`config.mk`:
```
export PLATFORM = sky130hd
export DESIGN_NAME = spram_be_ctrl
export DESIGN_NICKNAME = d
export VERILOG_FILES = /design/src/rtl/spram_pkg.sv /design/src/rtl/spram_clear_ctrl.sv /design/src/rtl/spram_be_ctrl.sv
export SDC_FILE = /design/constraint.sdc
export NUM_CORES = 1
export LEC_CHECK = 0
export ABC_CLOCK_PERIOD_IN_PS = 5000
export BUFFER_PORTS_ARGS = -buffer_cell sky130_fd_sc_hd__buf_2
export CAP_MARGIN = 10
export CORE_UTILIZATION = 45
export DETAILED_ROUTE_END_ITERATION = 10
export PLACE_DENSITY = 0.66
export SLEW_MARGIN = 40
export SYNTH_ARGS = -nofsm -noshare
export SYNTH_HDL_FRONTEND = slang
export SYNTH_SLANG_ARGS = --single-unit
```
`constraint.sdc`:
```
create_clock -name clk -period 5 [get_ports clk]
set_input_delay 0.75 -clock clk [delete_from_list [all_inputs] [get_ports clk]]
set_output_delay 0.75 -clock clk [all_outputs]
set_load 0.03 [all_outputs]
```
`src/rtl/spram_pkg.sv`:
```
`default_nettype none
// ============================================================================
//  Module      : spram_pkg
//  Description : Shared types and helpers for the byte-enable single-port RAM.
//                - spram_state_t : clear-FSM state encoding
//                - be_merge      : byte-masked merge of an old and a new word
//  Revision    : 1.0  initial release
// ============================================================================
package spram_pkg;

    typedef enum logic {
        ST_CLEAR = 1'b0,
        ST_IDLE  = 1'b1
    } spram_state_t;

    // be_merge works on a fixed maximum width so one function serves every
    // DATA_W; callers zero-extend their operands and keep the low DATA_W bits.
    localparam int SPRAM_MAX_DW = 256;
    localparam int SPRAM_MAX_BE = SPRAM_MAX_DW / 8;

    function automatic logic [SPRAM_MAX_DW-1:0] be_merge(
        input logic [SPRAM_MAX_DW-1:0] old_word,
        input logic [SPRAM_MAX_DW-1:0] new_word,
        input logic [SPRAM_MAX_BE-1:0] be
    );
        logic [SPRAM_MAX_DW-1:0] merged;
        merged = old_word;
        for (int k = 0; k < SPRAM_MAX_BE; k++) begin
            if (be[k]) begin
                merged[8*k +: 8] = new_word[8*k +: 8];
            end
        end
        return merged;
    endfunction

endpackage
`default_nettype wire

```
`src/rtl/spram_clear_ctrl.sv`:
```
`default_nettype none
// ============================================================================
//  Module      : spram_clear_ctrl
//  Description : Clear sequencer for the single-port RAM. After reset, or on a
//                clr pulse while idle, it walks clr_ptr over every word for
//                exactly DEPTH cycles, then raises ready.
//  Ports       : clk, rst      - clock, synchronous active-high reset
//                clr           - request a re-clear (honoured only when idle)
//                clear_we      - array write strobe for the clear walk
//                clr_ptr       - word address being cleared
//                ready         - registered, high while idle
//  Revision    : 1.0  initial release
// ============================================================================
module spram_clear_ctrl
    import spram_pkg::*;
#(
    parameter int DEPTH  = 16,
    parameter int ADDR_W = $clog2(DEPTH)
) (
    input  logic              clk,
    input  logic              rst,
    input  logic              clr,
    output logic              clear_we,
    output logic [ADDR_W-1:0] clr_ptr,
    output logic              ready
);

    localparam logic [ADDR_W-1:0] c_LAST = ADDR_W'(DEPTH - 1);

    spram_state_t      r_state;
    logic [ADDR_W-1:0] r_clr_ptr;
    logic              r_ready;

    always_ff @(posedge clk) begin
        if (rst) begin
            r_state   <= ST_CLEAR;
            r_clr_ptr <= '0;
            r_ready   <= 1'b0;
        end else begin
            case (r_state)
                ST_CLEAR: begin
                    // clr is ignored here: the walk always runs to completion
                    if (r_clr_ptr == c_LAST) begin
                        r_state   <= ST_IDLE;
                        r_clr_ptr <= '0;
                        r_ready   <= 1'b1;
                    end else begin
                        r_clr_ptr <= r_clr_ptr + ADDR_W'(1);
                    end
                end
                ST_IDLE: begin
                    if (clr) begin
                        r_state   <= ST_CLEAR;
                        r_clr_ptr <= '0;
                        r_ready   <= 1'b0;
                    end
                end
                default: begin
                    r_state   <= ST_CLEAR;
                    r_clr_ptr <= '0;
                    r_ready   <= 1'b0;
                end
            endcase
        end
    end

    assign clear_we = (r_state == ST_CLEAR);
    assign clr_ptr  = r_clr_ptr;
    assign ready    = r_ready;

endmodule
`default_nettype wire

```
`src/rtl/spram_be_ctrl.sv`:
```
`default_nettype none
// ============================================================================
//  Module      : spram_be_ctrl
//  Description : Parametrised single-port RAM with per-byte write enables,
//                req/ready handshake, optional output register and a clear
//                sequencer that zeroes the array after reset or on clr.
//  Ports       : clk, rst      - clock, synchronous active-high reset
//                req, wr       - access request (accepted when ready), 1=write
//                be, addr, din - byte enables, word address, write data
//                clr           - re-zero the array (taken when idle)
//                ready         - accepting requests
//                dout          - read / write-through data (held when idle)
//                dout_valid    - one-cycle qualifier for dout
//                err           - one-cycle pulse for an out-of-range access
//  Revision    : 1.0  initial release
// ============================================================================
module spram_be_ctrl
    import spram_pkg::*;
#(
    parameter int DATA_W  = 8,
    parameter int DEPTH   = 16,
    parameter int ADDR_W  = $clog2(DEPTH),
    parameter int BE_W    = DATA_W / 8,
    parameter int OUT_REG = 0,
    parameter int WR_THRU = 0
) (
    input  logic              clk,
    input  logic              rst,
    input  logic              req,
    input  logic              wr,
    input  logic [BE_W-1:0]   be,
    input  logic [ADDR_W-1:0] addr,
    input  logic [DATA_W-1:0] din,
    input  logic              clr,
    output logic              ready,
    output logic [DATA_W-1:0] dout,
    output logic              dout_valid,
    output logic              err
);

    localparam logic [ADDR_W:0] c_DEPTH = (ADDR_W + 1)'(DEPTH);

    logic [DATA_W-1:0]       r_mem [DEPTH];

    logic                    w_clear_we;
    logic [ADDR_W-1:0]       w_clr_ptr;
    logic                    w_accept;
    logic                    w_in_range;
    logic [DATA_W-1:0]       w_rd_word;
    logic [SPRAM_MAX_DW-1:0] w_merge_full;
    logic [DATA_W-1:0]       w_merged;
    logic                    w_rsp_valid;
    logic                    w_rsp_err;
    logic [DATA_W-1:0]       w_rsp_data;

    logic [DATA_W-1:0]       r_dout;
    logic                    r_dout_valid;
    logic                    r_err;

    spram_clear_ctrl #(
        .DEPTH  (DEPTH),
        .ADDR_W (ADDR_W)
    ) u_clear_ctrl (
        .clk      (clk),
        .rst      (rst),
        .clr      (clr),
        .clear_we (w_clear_we),
        .clr_ptr  (w_clr_ptr),
        .ready    (ready)
    );

    // A request coinciding with reset is never taken.
    assign w_accept   = req & ready & ~rst;
    assign w_in_range = ({1'b0, addr} < c_DEPTH);
    assign w_rd_word  = w_in_range ? r_mem[addr] : '0;

    assign w_merge_full = be_merge(SPRAM_MAX_DW'(w_rd_word),
                                   SPRAM_MAX_DW'(din),
                                   SPRAM_MAX_BE'(be));
    assign w_merged     = w_merge_full[DATA_W-1:0];

    if (DATA_W < SPRAM_MAX_DW) begin : g_merge_pad
        logic w_merge_unused;
        assign w_merge_unused = ^w_merge_full[SPRAM_MAX_DW-1:DATA_W];
    end

    // The clear walk and user accesses never overlap (ready is low during
    // CLEAR), so the port mux is a simple priority select.
    always_ff @(posedge clk) begin
        if (w_clear_we) begin
            r_mem[w_clr_ptr] <= '0;
        end else if (w_accept && wr && w_in_range) begin
            r_mem[addr] <= w_merged;
        end
    end

    // Response formed in the accept cycle: reads always respond, writes only
    // in write-through mode; out-of-range accesses answer with zero.
    assign w_rsp_valid = w_accept & (~wr | (WR_THRU != 0));
    assign w_rsp_err   = w_accept & ~w_in_range;
    assign w_rsp_data  = wr ? (w_in_range ? w_merged : '0) : w_rd_word;

    if (OUT_REG != 0) begin : g_out_reg
        logic              r_p1_valid;
        logic              r_p1_err;
        logic [DATA_W-1:0] r_p1_data;

        always_ff @(posedge clk) begin
            if (rst) begin
                r_p1_valid   <= 1'b0;
                r_p1_err     <= 1'b0;
                r_p1_data    <= '0;
                r_dout_valid <= 1'b0;
                r_err        <= 1'b0;
                r_dout       <= '0;
            end else begin
                r_p1_valid   <= w_rsp_valid;
                r_p1_err     <= w_rsp_err;
                if (w_rsp_valid) begin
                    r_p1_data <= w_rsp_data;
                end
                r_dout_valid <= r_p1_valid;
                r_err        <= r_p1_err;
                if (r_p1_valid) begin
                    r_dout <= r_p1_data;
                end
            end
        end
    end else begin : g_no_out_reg
        always_ff @(posedge clk) begin
            if (rst) begin
                r_dout_valid <= 1'b0;
                r_err        <= 1'b0;
                r_dout       <= '0;
            end else begin
                r_dout_valid <= w_rsp_valid;
                r_err        <= w_rsp_err;
                if (w_rsp_valid) begin
                    r_dout <= w_rsp_data;
                end
            end
        end
    end

    assign dout       = r_dout;
    assign dout_valid = r_dout_valid;
    assign err        = r_err;

endmodule
`default_nettype wire
```
==> impl_metrics.json, run 1 <==
{
  "maxCapViolCount": 0,
  "critPathLaunchType": "input pin",
  "io_buffers": 27,
  "num_vias": 3101,
  "grt.overflow.total": 0,
  "holdPathStages": 2,
  "row_count": 41,
  "synthFlopType": "edfxtp_1",
  "gr-max-usage-layer": "met2",
  "dr.first_iter.drc_count": 235,
  "path_class": "input pin to flop",
  "reg2reg_to": "r_mem[3][6]",
  "critPathBufInv": 2,
  "slew_headroom_pct": 43.2,
  "gp_congestion": 0.764,
  "grt_util_met3_pct": 4.55,
  "clockRootBuffer": "clkbuf_16",
  "cts_max_path_buffers": 2,
  "ys_seq_area_share_pct": 70.8,
  "antenna_found_initial": 0,
  "status": "completed",
  "fin_skew_ns": 0.00786,
  "postSynthNetCount": 353,
  "nFillCells": 987,
  "antennaDiodeCount": 0,
  "min_period_ns": 3.07,
  "grt_util_all_layers_pct": 19.8,
  "die_h_um": 116,
  "wl_per_cell_um": 22.0,
  "clock_latency_ns": 0.41,
  "grt_pass1_wl_mm": 18.0,
  "hpwl_mm": 7.52,
  "cp_max_fo": 23,
  "ys_ff_latch": 143,
  "min_to": "u_clear_ctrl.ready",
  "r2r_slack_ns": 2.30,
  "critPathArrivalTime_ns": 3.14,
  "async_reset_ff_share_pct": 0,
  "post_cts_buffers": 0,
  "io_pins": 29,
  "timing.fmax_mhz": 325,
  "core_um2": 12700,
  "cts_tree": "done",
  "worstPathCellList": "buf_2 -> buf_4 -> mux4_1 -> mux2i_1 -> o22ai_1 -> o211a_1",
  "syn_area_per_cell_um2": 17.5,
  "power.density_nw_per_um2": 405,
  "post_cts_resized": 0,
  "die_x_um": 116,
  "cts_made_buffers": 17,
  "tightest_slew_ns": 0.849,
  "drive_above_1_share_pct": 29.1,
  "ant_nets": 0,
  "multi_input_area_um2": 1580,
  "setup_viol": 0,
  "cp-end-kind": "flop",
  "h-tree-depth": 4,
  "grt_util_met1_pct": 24.9,
  "regArea_um2": 4140,
  "maxSlewViolCount": 0,
  "irDropWorstVdd_mv": 0.230,
  "synthesis.instances": 334,
  "worst-r2r-cell-count": 3,
  "grt_pass1_vias": 3100,
  "rsz0062_at_grt": "no",
  "synth_cell_type_count": 36,
  "crit_family": "buffers and inverters",
  "drc": 0,
  "synth_warnings": 0,
  "grt_max_degree": 31,
  "netlist_area_um2": 5850,
  "synth_edf_count": 128,
  "tns_ns": 0,
  "slowest_delay_ns": 0.63,
  "hold_violations": 0,
  "hold_path_class": "flop to flop",
  "fin_util_pct": 53.5,
  "leakagePower_nw": 2.67,
  "hp-start": "u_clear_ctrl.ready",
  "vias_per_cell": 5.60,
  "syn2layout_area_growth_pct": 15.9,
  "worstPathRequired_ns": 5.07,
  "start_util_pct": 46.2,
  "post-route-period-util_pct": 61.5,
  "clock-sinks": 143,
  "cts-hold-fix-buffers": 0,
  "nets": 388,
  "critPathSlowestCell": "mux4_1",
  "dieArea_um2": 13500,
  "wirelength_mm": 12.2,
  "grtUsageMet2_pct": 32.4,
  "reg2reg_from": "u_clear_ctrl.r_state",
  "drt-pass1-iter-count": 5,
  "clkTransAtPathRegs_ns": 0.06,
  "cp.depth": 6
}
worst max-delay path by stage:
stage,end,start
floorplan,r_mem[3][0],rst
global placement,r_mem[4][3],addr[0]
detailed placement,r_mem[6][3],addr[0]
CTS,r_mem[10][3],addr[0]
global route,r_mem[8][3],addr[0]
finish,r_mem[8][3],addr[0]
cells in the mapped netlist, drive strengths merged (6+ instances only):
cell type / number / share of area (%)
edfxtp: 128 / 66
mux4: 24 / 9.6
nor2: 21 / 1.3
mux2: 17 / 3.3
o22ai: 16 / 1.7
dfxtp: 15 / 5.1
buf: 13 / 1.8
mux2i: 11 / 1.9
nand2b: 11 / 1.2
o21ai: 10 / 0.85
a21o: 9 / 1.2
nor3b: 9 / 1.2
o211a: 8 / 1.4
clkbuf: 7 / 0.45
a21oi: 6 / 0.51
nor2b: 6 / 0.64
routing by layer:
layer  vias to the layer above  wire length (µm)  share of wire (%)
met3                        20               913                7.5
li1                       1406                 -                  -
met2                       117              6010                 49
met4                         0               252                2.1
met1                      1558              5020                 41
met5                         -                 0                  0
sequential cells by signal, indices dropped and copies added (netlist names):
| signal | count |
|---|---|
| dout | 8 |
| dout_valid | 1 |
| r_mem | 128 |
| u_clear_ctrl.clr_ptr | 4 |
| u_clear_ctrl.r_state | 1 |
| u_clear_ctrl.ready | 1 |
report_power, final:
group          leakage [nW]  internal [mW]  switching, mW
registers              1.50           1.31        0.00780
logic                 0.868         0.0466         0.0751
clock network         0.303          0.858          0.453
total                  2.67           2.21          0.536
worst min-delay path, delay by kind of cell, from the launching register on:
family / cells / cell delay (ns)
compound gates: 1 / 0.05
flops: 1 / 0.32
simple gates: 1 / 0.05
layout make-up:
class | instances | share of cell area, %
inverter | 4 | 0.221
clock buffer | 21 | 6.79
clock inverter | 11 | 2.42
timing repair buffer | 36 | 2.99
sequential | 143 | 61.1
tap | 172 | 3.17
multi-input combinational | 167 | 23.3
logic make-up after synthesis:
kind of cell,count (synthesis),synth area share [%]
multiplexers,52,14.7
AO/OA/AOI/OAI,55,6.45
adder cells (fa/ha/maj),1,0.214
AND/OR/NAND/NOR,58,5.30
flip-flops,143,70.8
other,1,0.0641
buffers and inverters,24,2.48
per-stage QoR:
stage,power (mW),cells,cell area (µm²),hold WS (ns),worst slack (ns)
floorplan,1.43,334,5850,0.484,2.61
global placement,1.46,522,6140,0.464,1.48
detailed placement,1.46,522,6160,0.474,1.49
CTS,2.77,554,6780,0.482,1.91
global route,2.82,554,6780,0.500,1.75
finish,2.75,554,6780,0.474,1.93
placed cells by master (no fill, tap or decap), types with 5 or more instances in the layout:
cell type	Yosys	layout
edfxtp_1	128	128
buf_2	7	27
mux4_2	19	19
mux2_2	17	17
clkbuf_16	0	17
o22ai_1	16	16
dfxtp_1	15	15
nor2_1	21	14
mux2i_1	11	11
nand2b_1	11	11
nor3b_1	9	9
a21o_1	9	9
buf_4	1	9
o211a_1	8	8
nor2_2	0	7
o21ai_0	6	6
nor2b_1	6	6
a21oi_1	6	6
mux4_1	5	5
Note: power is estimated with default switching activity, not from simulation.
==> run 2: changes to the inputs <==
--- a/config.mk
+++ b/config.mk
@@ -5,7 +5,7 @@
 export SDC_FILE = /design/constraint.sdc
 export NUM_CORES = 1
 export LEC_CHECK = 0
-export ABC_CLOCK_PERIOD_IN_PS = 5000
+export ABC_CLOCK_PERIOD_IN_PS = 3200
 export BUFFER_PORTS_ARGS = -buffer_cell sky130_fd_sc_hd__buf_2
 export CAP_MARGIN = 10
 export CORE_UTILIZATION = 45
==> constraint.sdc (replaced) <==
create_clock -name clk -period 3.2 [get_ports clk]
set_input_delay 0.48 -clock clk [delete_from_list [all_inputs] [get_ports clk]]
set_output_delay 0.48 -clock clk [all_outputs]
set_load 0.03 [all_outputs]
==> impl_metrics.json, run 2 (same netlist as run 1, synthesis figures left out) <==
{
  "status": "completed",
  "nFillCells": 1018,
  "power.density_nw_per_um2": 601,
  "timing.fmax_mhz": 421,
  "cts_tree": "done",
  "cp_max_fo": 13,
  "clock_latency_ns": 0.41,
  "io_pins": 29,
  "maxSlewViolCount": 0,
  "tightest_slew_ns": 0.718,
  "min_to": "u_clear_ctrl.ready",
  "cts_made_buffers": 17,
  "drive_above_1_share_pct": 28.8,
  "fin_skew_ns": 0.00593,
  "vias_per_cell": 5.66,
  "reg2reg_to": "r_mem[15][4]",
  "holdPathStages": 4,
  "clockRootBuffer": "clkbuf_16",
  "syn2layout_area_growth_pct": 16.0,
  "cts_max_path_buffers": 2,
  "die_x_um": 116,
  "setup_viol": 0,
  "cts-hold-fix-buffers": 0,
  "core_um2": 12700,
  "drc": 0,
  "nets": 401,
  "num_vias": 3191,
  "antennaDiodeCount": 0,
  "irDropWorstVdd_mv": 0.356,
  "dr.first_iter.drc_count": 322,
  "most-common-layout-cells": "edfxtp_1 (128), buf_2 (27), buf_4 (21)",
  "post_cts_buffers": 0,
  "post_cts_resized": 0,
  "critPathSlowestCell": "dfxtp_1",
  "start_util_pct": 46.2,
  "largest-register": "r_mem",
  "tns_ns": 0,
  "grt.overflow.total": 0,
  "io_buffers": 27,
  "grt_pass1_vias": 3139,
  "worstPathCellList": "and3_1 -> buf_4 -> mux2_2 -> nor2_1 -> buf_4",
  "hold_path_class": "input pin to flop",
  "final_cells": 564,
  "worst-r2r-cell-count": 5,
  "rsz0062_at_grt": "no",
  "cp-end-kind": "flop",
  "die_h_um": 116,
  "crit_path_frequent_cell": "buf_4",
  "slew_headroom_pct": 52.1,
  "ant_nets": 0,
  "placedCellCount": 535,
  "grt_max_degree": 36,
  "largest_reg_flops": 128,
  "layout_commonest_cell": "edfxtp_1",
  "h-tree-depth": 4,
  "slowest_delay_ns": 0.57,
  "hpwl_mm": 8.22,
  "antenna_found_initial": 0,
  "dieArea_um2": 13500,
  "hold_violations": 0,
  "row_count": 41,
  "critPathLaunchType": "flop",
  "r2r_slack_ns": 0.82,
  "hp-start": "clr",
  "grt_pass1_wl_mm": 19.0,
  "wirelength_mm": 12.9,
  "gp_congestion": 0.866,
  "clock-sinks": 143,
  "grt_util_all_layers_pct": 20.5,
  "drt-pass1-iter-count": 5,
  "power_mw": 4.08,
  "min_period_ns": 2.38,
  "maxCapViolCount": 0,
  "startpoint": "u_clear_ctrl.r_state",
  "clkTransAtPathRegs_ns": 0.06,
  "post-route-period-util_pct": 74.3,
  "critPathArrivalTime_ns": 2.49,
  "leakagePower_nw": 2.70,
  "path_class": "flop to flop",
  "reg2reg_from": "u_clear_ctrl.r_state",
  "worstPathRequired_ns": 3.32,
  "wl_per_cell_um": 22.9
}
-- run 2: cell types whose count changed in the layout (fill, tap and decap cells not counted), sizes merged --
cell    change
buf        +13
clkinv      -1
bufinv      -2
-- run 2: metrics by stage --
stage | area, µm² | util [%] | worst slack [ns] | hold slack, ns
3_3_place_gp | 6250 | 49.3 | 0.455 | 0.474
6_report | 6790 | 53.6 | 0.823 | 0.379
5_1_grt | 6790 | 53.6 | 0.695 | 0.385
3_5_place_dp | 6260 | 49.4 | 0.470 | 0.481
4_1_cts | 6790 | 53.6 | 0.838 | 0.373
2_1_floorplan | 5850 | - | 1.06 | 0.484
-- run 2: metal layers --
metal / vias to the layer above / share of wire (%) / GRT usage (%)
li1: 1427 / - / -
met5: - / 0 / 0
met2: 105 / 49 / 32.8
met1: 1649 / 43 / 28.3
met3: 10 / 6.7 / 4.18
met4: 0 / 1.0 / 6.84
-- run 2: area by class of cell --
cell class / instances / area, µm² / share of cell area (%)
tap: 172 / 215 / 3.17
clock inverter: 8 / 93.8 / 1.38
clock buffer: 21 / 440 / 6.48
timing repair buffer: 49 / 313 / 4.61
sequential: 143 / 4140 / 61.0
multi-input combinational: 167 / 1570 / 23.1
inverter: 4 / 15.0 / 0.221
-- run 2: worst max path at each step --
stage / end / slack, ns / cells after the start
finish: r_mem[15][4] / 0.82 / 5
global route: r_mem[15][1] / 0.70 / 5
CTS: r_mem[15][2] / 0.84 / 5
detailed placement: r_mem[15][2] / 0.47 / 6
global placement: r_mem[8][2] / 0.46 / 6
floorplan: r_mem[3][0] / 1.06 / 5
-- run 2: critical path: cells and delay by family (launching register included) --
family        cells  cell delay, ns
mux               1            0.38
flops             1            0.57
simple gates      2            0.67
buf+inv           2            0.47
-- run 2: power by group --
part	switching (mW)	internal [mW]	leakage, nW	total, mW
combinational	0.124	0.0797	0.942	0.204
clock	0.691	1.13	0.256	1.82
sequential	0.0124	2.05	1.50	2.06
==> run 3: changes to the inputs <==
--- a/config.mk
+++ b/config.mk
@@ -5,12 +5,12 @@
 export SDC_FILE = /design/constraint.sdc
 export NUM_CORES = 1
 export LEC_CHECK = 0
-export ABC_CLOCK_PERIOD_IN_PS = 3200
+export ABC_CLOCK_PERIOD_IN_PS = 2100
 export BUFFER_PORTS_ARGS = -buffer_cell sky130_fd_sc_hd__buf_2
 export CAP_MARGIN = 10
 export CORE_UTILIZATION = 45
 export DETAILED_ROUTE_END_ITERATION = 10
-export PLACE_DENSITY = 0.66
+export PLACE_DENSITY = 0.68
 export SLEW_MARGIN = 40
 export SYNTH_ARGS = -nofsm -noshare
 export SYNTH_HDL_FRONTEND = slang
==> constraint.sdc (replaced) <==
create_clock -name clk -period 2.1 [get_ports clk]
set_input_delay 0.315 -clock clk [delete_from_list [all_inputs] [get_ports clk]]
set_output_delay 0.315 -clock clk [all_outputs]
set_load 0.03 [all_outputs]
==> impl_metrics.json, run 3 (same netlist as run 1, synthesis figures left out) <==
{
  "drt-pass1-iter-count": 4,
  "cts-hold-fix-buffers": 0,
  "num_vias": 3273,
  "post_cts_resized": 0,
  "nFillCells": 989,
  "status": "completed",
  "drive_above_1_share_pct": 33.1,
  "syn2layout_area_growth_pct": 20.5,
  "clkTransAtPathRegs_ns": 0.06,
  "wl_per_cell_um": 22.0,
  "grt_pass1_vias": 3385,
  "core_um2": 12700,
  "gp_congestion": 0.758,
  "drc": 0,
  "antennaDiodeCount": 0,
  "worstPathRequired_ns": 2.22,
  "grt_max_degree": 20,
  "wirelength_mm": 13.0,
  "hpwl_mm": 8.27,
  "grt_util_all_layers_pct": 21.2,
  "power.density_nw_per_um2": 913,
  "most-common-layout-cells": "edfxtp_1 (128), buf_4 (41), buf_2 (27)",
  "io_buffers": 27,
  "vias_per_cell": 5.56,
  "dpl_cell_area_um2": 6480,
  "post_cts_buffers": 0,
  "stdcell_area_um2": 7060,
  "leakagePower_nw": 2.87,
  "critPathLaunchType": "flop",
  "cp-end-kind": "flop",
  "start_util_pct": 46.2,
  "dieArea_um2": 13500,
  "min_period_ns": 1.94,
  "irDropWorstVdd_mv": 0.532,
  "maxCapViolCount": 0,
  "clockRootBuffer": "clkbuf_16",
  "antenna_found_initial": 0,
  "row_count": 41,
  "critPathArrivalTime_ns": 2.06,
  "io_pins": 29,
  "grt.overflow.total": 0,
  "clock-sinks": 143,
  "nets": 425,
  "h-tree-depth": 4,
  "ant_nets": 0,
  "cts_tree": "done",
  "tns_ns": 0,
  "timing.fmax_mhz": 515,
  "dr.first_iter.drc_count": 293,
  "fin_skew_ns": 0.0101,
  "die_x_um": 116,
  "hold_path_class": "input pin to flop",
  "post-route-period-util_pct": 92.5,
  "cts_max_path_buffers": 2,
  "hold_violations": 0,
  "largest_reg_flops": 128,
  "clock_latency_ns": 0.41,
  "largest-register": "r_mem",
  "layout_commonest_cell": "edfxtp_1",
  "cp_max_fo": 12,
  "fin_util_pct": 55.7,
  "die_h_um": 116,
  "cts_made_buffers": 17,
  "rsz0062_at_grt": "no",
  "maxSlewViolCount": 0,
  "grt_pass1_wl_mm": 19.5,
  "path_class": "flop to flop",
  "setup_viol": 0
}
[run 3: critical path, stage by stage, from the launching register on]
cell	delay, ns
dfxtp_1	0.34
and3b_1	0.18
and3_1	0.24
buf_4	0.25
a32oi_1	0.20
nor2_1	0.23
buf_4	0.21
[run 3: path summary, 6_finish.rpt]
check | start | to | slack [ns] | depth (start not counted)
max reg2reg | u_clear_ctrl.ready | r_mem[8][1] | 0.16 | 6
min | clr | u_clear_ctrl.ready | 0.21 | 4
min reg2reg | u_clear_ctrl.ready | u_clear_ctrl.ready | 0.48 | 2
max | u_clear_ctrl.ready | r_mem[8][1] | 0.16 | 6
[run 3: layer usage]
layer / part of all wire (%) / routed length [µm] / up-vias / GRT usage (%)
met5: 0 / 0 / - / 0
met1: 42 / 5450 / 1633 / 28.2
met3: 9.0 / 1170 / 15 / 7.53
met2: 48 / 6200 / 146 / 32.4
li1: - / - / 1479 / -
met4: 1.2 / 156 / 0 / 7.26
[run 3: per-stage QoR]
step	hold slack (ns)	worst slack [ns]	power (mW)	instances
detailed placement	0.476	-0.206	3.56	559
global route	0.217	0.0209	6.63	589
CTS	0.196	0.137	6.47	589
global placement	0.464	-0.202	3.55	559
floorplan	0.484	-0.0410	3.39	334
finish	0.212	0.157	6.44	589
[run 3: final cells by class]
class / count / area [µm²] / share of cell area [%]
flip-flops and latches: 143 / 4140 / 58.7
multi-input cells: 167 / 1570 / 22.2
repair buffers: 73 / 543 / 7.70
inverters: 4 / 15.0 / 0.213
clock inverters: 12 / 144 / 2.04
clock buffers: 18 / 429 / 6.08
well taps: 172 / 215 / 3.05
[run 3: power by group]
group	leakage, nW	switching [mW]	total (mW)	internal [mW]
Clock	0.285	1.10	2.94	1.84
Sequential	1.50	0.0189	3.14	3.12
Combinational	1.08	0.196	0.360	0.164
Total	2.87	1.31	6.44	5.13
